<file path="src/rtl/kws_pkg.sv">
// ---------------------------------------------------------------------------
// kws_pkg
// Shared definitions for the keyword-spotting frame scheduler:
//   - default frame width, window depth and hop length
//   - scheduler state encoding
// ---------------------------------------------------------------------------
package kws_pkg;

    localparam int FRAME_W_DEF    = 47;
    localparam int WIN_FRAMES_DEF = 10;
    localparam int HOP_FRAMES_DEF = 2;

    typedef enum logic [1:0] {
        ST_FILL     = 2'd0,
        ST_WAIT_HOP = 2'd1,
        ST_RUN      = 2'd2
    } kws_state_e;

    // Counter width able to hold 0..n-1, never narrower than one bit.
    function automatic int cnt_width(input int n);
        return (n > 1) ? $clog2(n) : 1;
    endfunction

endpackage

</file>
<file path="src/rtl/kws_win_shift.sv">
// ---------------------------------------------------------------------------
// kws_win_shift
// WIN_FRAMES-deep shift register of feature frames. The oldest frame lives
// in win[FRAME_W-1:0]; each shift_en cycle pushes din in as the newest frame
// at the top and discards the oldest.
//
// Ports
//   clk       rising-edge clock
//   rst       synchronous active-high reset, clears the window
//   shift_en  push din this cycle
//   din       incoming frame
//   win       current window, oldest frame in the low bits
// ---------------------------------------------------------------------------
module kws_win_shift #(
    parameter int FRAME_W    = 47,
    parameter int WIN_FRAMES = 10
) (
    input  logic                          clk,
    input  logic                          rst,
    input  logic                          shift_en,
    input  logic [FRAME_W-1:0]            din,
    output logic [WIN_FRAMES*FRAME_W-1:0] win
);

    localparam int WW = WIN_FRAMES * FRAME_W;

    generate
        if (WIN_FRAMES > 1) begin : g_multi
            always_ff @(posedge clk) begin
                if (rst) begin
                    win <= '0;
                end else if (shift_en) begin
                    win <= {din, win[WW-1:FRAME_W]};
                end
            end
        end else begin : g_single
            always_ff @(posedge clk) begin
                if (rst) begin
                    win <= '0;
                end else if (shift_en) begin
                    win <= din;
                end
            end
        end
    endgenerate

endmodule

</file>
<file path="src/rtl/kws_frame_scheduler.sv">
// ---------------------------------------------------------------------------
// kws_frame_scheduler
// Collects mel feature frames into a sliding window and launches the keyword
// classifier every HOP_FRAMES new frames. Frames are never dropped; if a hop
// completes while the classifier is still busy the launch is held pending
// and issued as soon as the classifier finishes.
//
// Optional feature: define KWS_SCHED_DROP_CNT_EN to add the drop_cnt port,
// a saturating count of hops that completed while a launch was already
// pending (i.e. launches that were skipped).
//
// Ports
//   clk         rising-edge clock
//   rst         synchronous active-high reset
//   feat_in     mel frame, valid when feat_valid is high (no backpressure)
//   feat_valid  frame strobe
//   dnn_win     window snapshot for the classifier, oldest frame in low bits
//   dnn_start   one-cycle classifier launch pulse
//   dnn_done    classifier result strobe (only honoured while busy)
//   dnn_result  classifier class index
//   kws_out     last keyword result, held between pulses
//   kws_valid   one-cycle pulse qualifying kws_out
//   busy        classifier running
//   drop_cnt    skipped launches, saturating (KWS_SCHED_DROP_CNT_EN only)
//
// state       | meaning
// ------------+----------------------------------------------------------
// ST_FILL     | after reset, waiting for the first full window
// ST_WAIT_HOP | classifier idle, counting frames toward the next hop
// ST_RUN      | classifier busy; hops completing now set pending
// ---------------------------------------------------------------------------
module kws_frame_scheduler
    import kws_pkg::*;
#(
    parameter int FRAME_W    = FRAME_W_DEF,
    parameter int WIN_FRAMES = WIN_FRAMES_DEF,
    parameter int HOP_FRAMES = HOP_FRAMES_DEF
) (
    input  logic                          clk,
    input  logic                          rst,
    input  logic [FRAME_W-1:0]            feat_in,
    input  logic                          feat_valid,
    output logic [WIN_FRAMES*FRAME_W-1:0] dnn_win,
    output logic                          dnn_start,
    input  logic                          dnn_done,
    input  logic [3:0]                    dnn_result,
    output logic [3:0]                    kws_out,
    output logic                          kws_valid,
    output logic                          busy
`ifdef KWS_SCHED_DROP_CNT_EN
    ,
    output logic [7:0]                    drop_cnt
`endif
);

    localparam int WW   = WIN_FRAMES * FRAME_W;
    localparam int FC_W = cnt_width(WIN_FRAMES);
    localparam int HC_W = cnt_width(HOP_FRAMES);

    kws_state_e       state;
    logic [FC_W-1:0]  frame_cnt;
    logic [HC_W-1:0]  hop_cnt;
    logic             pending;
    logic [WW-1:0]    win;
    logic [WW-1:0]    win_next;
    logic             fill_done;
    logic             hop_done;

    kws_win_shift #(
        .FRAME_W    (FRAME_W),
        .WIN_FRAMES (WIN_FRAMES)
    ) u_win_shift (
        .clk      (clk),
        .rst      (rst),
        .shift_en (feat_valid),
        .din      (feat_in),
        .win      (win)
    );

    // Window as it will read after this edge, so a launch captures the frame
    // accepted in the same cycle.
    generate
        if (WIN_FRAMES > 1) begin : g_next_multi
            assign win_next = feat_valid ? {feat_in, win[WW-1:FRAME_W]} : win;
        end else begin : g_next_single
            assign win_next = feat_valid ? feat_in : win;
        end
    endgenerate

    assign fill_done = feat_valid && (frame_cnt == FC_W'(WIN_FRAMES - 1));
    assign hop_done  = feat_valid && (hop_cnt == HC_W'(HOP_FRAMES - 1));

    always_ff @(posedge clk) begin
        if (rst) begin
            state     <= ST_FILL;
            frame_cnt <= '0;
            hop_cnt   <= '0;
            pending   <= 1'b0;
            dnn_win   <= '0;
            dnn_start <= 1'b0;
            kws_out   <= 4'd0;
            kws_valid <= 1'b0;
            busy      <= 1'b0;
`ifdef KWS_SCHED_DROP_CNT_EN
            drop_cnt  <= 8'd0;
`endif
        end else begin
            dnn_start <= 1'b0;
            kws_valid <= 1'b0;

            case (state)
                ST_FILL: begin
                    if (fill_done) begin
                        frame_cnt <= '0;
                        hop_cnt   <= '0;
                        dnn_start <= 1'b1;
                        dnn_win   <= win_next;
                        busy      <= 1'b1;
                        state     <= ST_RUN;
                    end else if (feat_valid) begin
                        frame_cnt <= frame_cnt + FC_W'(1);
                    end
                end

                ST_WAIT_HOP: begin
                    if (hop_done) begin
                        hop_cnt   <= '0;
                        dnn_start <= 1'b1;
                        dnn_win   <= win_next;
                        busy      <= 1'b1;
                        state     <= ST_RUN;
                    end else if (feat_valid) begin
                        hop_cnt <= hop_cnt + HC_W'(1);
                    end
                end

                ST_RUN: begin
                    if (hop_done) begin
                        hop_cnt <= '0;
                        pending <= 1'b1;
`ifdef KWS_SCHED_DROP_CNT_EN
                        if (pending && (drop_cnt != 8'hFF)) begin
                            drop_cnt <= drop_cnt + 8'd1;
                        end
`endif
                    end else if (feat_valid) begin
                        hop_cnt <= hop_cnt + HC_W'(1);
                    end

                    if (dnn_done) begin
                        kws_out   <= dnn_result;
                        kws_valid <= 1'b1;
                        // Back-to-back launch: every launch restarts the hop
                        // count, so frames since the last launch stay meaningful.
                        if (pending || hop_done) begin
                            pending   <= 1'b0;
                            hop_cnt   <= '0;
                            dnn_start <= 1'b1;
                            dnn_win   <= win_next;
                        end else begin
                            busy  <= 1'b0;
                            state <= ST_WAIT_HOP;
                        end
                    end
                end

                default: begin
                    state <= ST_FILL;
                    busy  <= 1'b0;
                end
            endcase
        end
    end

endmodule

</file>
<file path="config.mk">
export PLATFORM = sky130hd
export DESIGN_NAME = kws_frame_scheduler
export DESIGN_NICKNAME = d
export VERILOG_FILES = /design/src/rtl/kws_pkg.sv /design/src/rtl/kws_win_shift.sv /design/src/rtl/kws_frame_scheduler.sv
export SDC_FILE = /design/constraint.sdc
export NUM_CORES = 1
export LEC_CHECK = 0
export CORE_AREA = 2 2 357 253
export CTS_CLUSTER_DIAMETER = 80
export DETAILED_ROUTE_END_ITERATION = 6
export DIE_AREA = 0 0 359 255
export SYNTH_ARGS = -nofsm -noshare
export SYNTH_HDL_FRONTEND = slang
export SYNTH_SLANG_ARGS = --single-unit
export TNS_END_PERCENT = 30
</file>
<file path="constraint.sdc">
create_clock -name clk -period 1.9 [get_ports clk]
set_clock_uncertainty 0.1 [all_clocks]
set_input_delay 0.38 -clock clk [delete_from_list [all_inputs] [get_ports clk]]
set_output_delay 0.38 -clock clk [all_outputs]
set_load 0.02 [all_outputs]
</file>
==> qor.yml <==
pwr:
  seqPwrFrac_pct: 50.0
  switching_share_pct: 22.0
  powerDensity_mw_per_mm2: 859
  p_comb_share_pct: 3.6
  vdd_drop_max_v: 0.000670
  p_clk_share_pct: 46.4
  p_leak_nw: 20.0
  intPower_mw: 31.6
  p_sw_mw: 8.90
  total_power_mw: 40.5
critical_path:
  r2r_start: "state[1]$_SDFFE_PP0P_"
  reg2reg_to: "dnn_win[5]$_SDFFE_PP0P_"
  crit_end: "dnn_win[5]$_SDFFE_PP0P_"
  rrSetupSlack_ns: -0.13
  crit_path_end_kind: "flop"
  critPathLaunch: "state[1]$_SDFFE_PP0P_"
  cp-start-kind: "flop"
  worstRegToRegCells: 9
  crit_arrival_ns: 2.45
  critical_path_class: "flop to flop"
  crit_required_ns: 2.32
  worst-path-max-fanout: 9
drt:
  via_count: 27497
  drc: 0
  postRouteAntennaNets: 0
  routed_wl_mm: 113
  first_iter_violations: 2081
  wire_per_inst_um: 20.7
  first_pass_iters: 5
  avgViaCountPerCell: 5.03
floorplanning:
  fp.dieArea_mm2: 0.0915
  core_mm2: 0.0888
  start_util_pct: 39.5
  chipHeight_um: 255
  pin_count: 532
  rows: 92
  fp.dieW_um: 359
sta:
  tns_ns: -28.52
  maxSlewHeadroom_pct: 66.3
  finalHoldViolations: 0
  fin_crit_sh_pct: 107
  setup_viol: 449
  fmax_mhz: 493
  timing.final.crit_period_ns: 2.03
  whs_ns: 0.0614
  worstMarginPinSlew_ns: 0.506
  worst_slack_ns: -0.130
  rsz0062_at_grt: "true"
  slew_violations: 0
logic_synthesis:
  syn_avg_cell_area_um2: 9.50
  synth_edf_count: 0
  async_flop_share_pct: 0
  synth_cells: 3690
  ys_ff_latch: 955
  synth_fp_nets: 3753
  yosysSeqAreaShare_pct: 54.5
  ys_warn_count: 0
  synthesis.area_mm2: 0.0351
  yosysUniqueCellTypes: 33
  synth_ff_type: "dfxtp_1"
clock_tree:
  htree_num_levels: 3
  clk_latency_ns: 0.65
  clock-root-buffer: "clkbuf_16"
  clkTransAtPathRegs_ns: 0.07
  numCtsBuffers: 92
  cts.sinks: 955
  cts_max_path_buffers: 3
  cts_tree: "yes"
global_route:
  grt_overflow: 0
  grtUsageTotal_pct: 22.2
  antenna_found_initial: 0
  first_global_vias: 25806
  grt_pass1_wl_mm: 160
  grt_max_degree: 88
layout:
  syn_to_final_growth_pct: 34.3
  layout-drive-gt1-share_pct: 12.4
  diodes: 0
  final_common_cell: "dfxtp_1"
  layout.nets: 4287
  layout_common_cells: "dfxtp_1, nand3_1, nor2_1, mux2i_1, nand2b_1"
placement:
  portBuffers: 531
  dp_hpwl_mm: 74.2
  gp_congestion: 0.799
  pre_cts_slack_ns: -0.460
status:
  violations: "setup timing"
  status: "complete, but fails checks"
flow_run:
  cap_violations: 0
hold_path:
  min_path_type: "input pin to flop"
## per-stage QoR
| step | cell area [um^2] | instances | util [%] |
|---|---|---|---|
| 2_1_floorplan | 35100 | 3690 | - |
| 3_3_place_gp | 42600 | 5245 | 48.1 |
| 3_5_place_dp | 42600 | 5245 | 48.1 |
| 4_1_cts | 45300 | 5406 | 51.1 |
| 5_1_grt | 47100 | 5466 | 53.1 |
| 6_report | 47100 | 5466 | 53.1 |
## metal layers
metal	GRT usage, %	vias to the layer above	wire, um
li1	-	13574	-
met1	30.6	13294	53800
met2	35.8	497	52300
met3	4.55	132	5090
met4	5.39	0	2170
met5	0	-	0
## flip-flops by register name, summed over array words and instances, names as in the netlist
| register | count |
|---|---|
| frame_cnt | 4 |
| pending | 1 |
| state | 2 |
| dnn_start | 1 |
| busy | 1 |
| hop_cnt | 1 |
| dnn_win | 470 |
| u_win_shift.win | 470 |
| kws_valid | 1 |
| kws_out | 4 |
## power groups by stage
stage	Sequential, mW	Clock, mW	Combinational, mW
after detailed placement	20.7	0	1.44
final	20.2	18.8	1.46
after CTS	20.2	19.1	1.45
after global placement	20.7	0	1.44
after global routing	20.2	19.9	1.56
after floorplan	20.6	0	0.972
## area by class of cell
type,instances,area (um^2)
fillers,8082,41700
flip-flops and latches,955,19100
multi-input cells,2415,15000
repair buffers,757,8500
clock buffers,125,2570
well taps,1175,1470
clock inverters,36,462
inverters,3,11.3
## synthesized netlist by cell type (2+ instances only)
cell / count / share of area [%]
mux2i_1: 472 / 13
nand2_1: 9 / 0.096
a211oi_1: 2 / 0.043
nand2b_1: 470 / 8.4
nand3_1: 478 / 6.8
buf_1: 23 / 0.25
clkbuf_1: 158 / 1.7
buf_2: 133 / 1.9
inv_1: 3 / 0.032
buf_4: 3 / 0.064
ha_1: 8 / 0.29
a21oi_1: 9 / 0.13
nor3_1: 2 / 0.029
nor2_1: 477 / 5.1
o21ai_0: 251 / 3.6
o21ai_1: 221 / 3.2
dfxtp_1: 955 / 55
## how the worst min path moves through the flow
stage / to / startpoint / depth (start not counted) / slack [ns]
floorplan: u_win_shift.win[0]$_SDFF_PP0_ / u_win_shift.win[0]$_SDFF_PP0_ / 2 / 0.37
global placement: kws_out[1]$_SDFFE_PP0P_ / kws_out[1]$_SDFFE_PP0P_ / 2 / 0.34
detailed placement: kws_out[0]$_SDFFE_PP0P_ / kws_out[0]$_SDFFE_PP0P_ / 2 / 0.35
CTS: u_win_shift.win[301]$_SDFF_PP0_ / rst / 2 / 0.04
global route: u_win_shift.win[301]$_SDFF_PP0_ / rst / 2 / 0.07
finish: u_win_shift.win[453]$_SDFF_PP0_ / rst / 2 / 0.06
## critical path, stage by stage (launching register included)
cell and delay (ns):
dfxtp_2 0.33, buf_4 0.14, ha_1 0.22, a21oi_4 0.17
buf_12 0.14, and2_4 0.19, buf_4 0.17, clkbuf_16 0.18
buf_6 0.16, o21ai_0 0.09
## logic make-up after synthesis
logic type	share of synthesized area (%)
AO/OA/AOI/OAI	7.12
XOR/XNOR	0.0250
adder cells (fa/ha/maj)	0.285
buffers and inverters	3.93
flip-flops	54.5
multiplexers	13.5
AND/OR/NAND/NOR	20.7
## repair_timing
| action | CTS | global route |
|---|---|---|
| cloned | 0 | 45 |
| endpoints found under the setup margin | 937 | 531 |
| resized for setup | 677 | 269 |
| hold endpoints to repair | 0 | 0 |
| buffers inserted | 0 | 16 |
| hold buffers | 0 | 0 |
| pin swaps | 1 | 87 |
(Power assumes the default switching activity.)
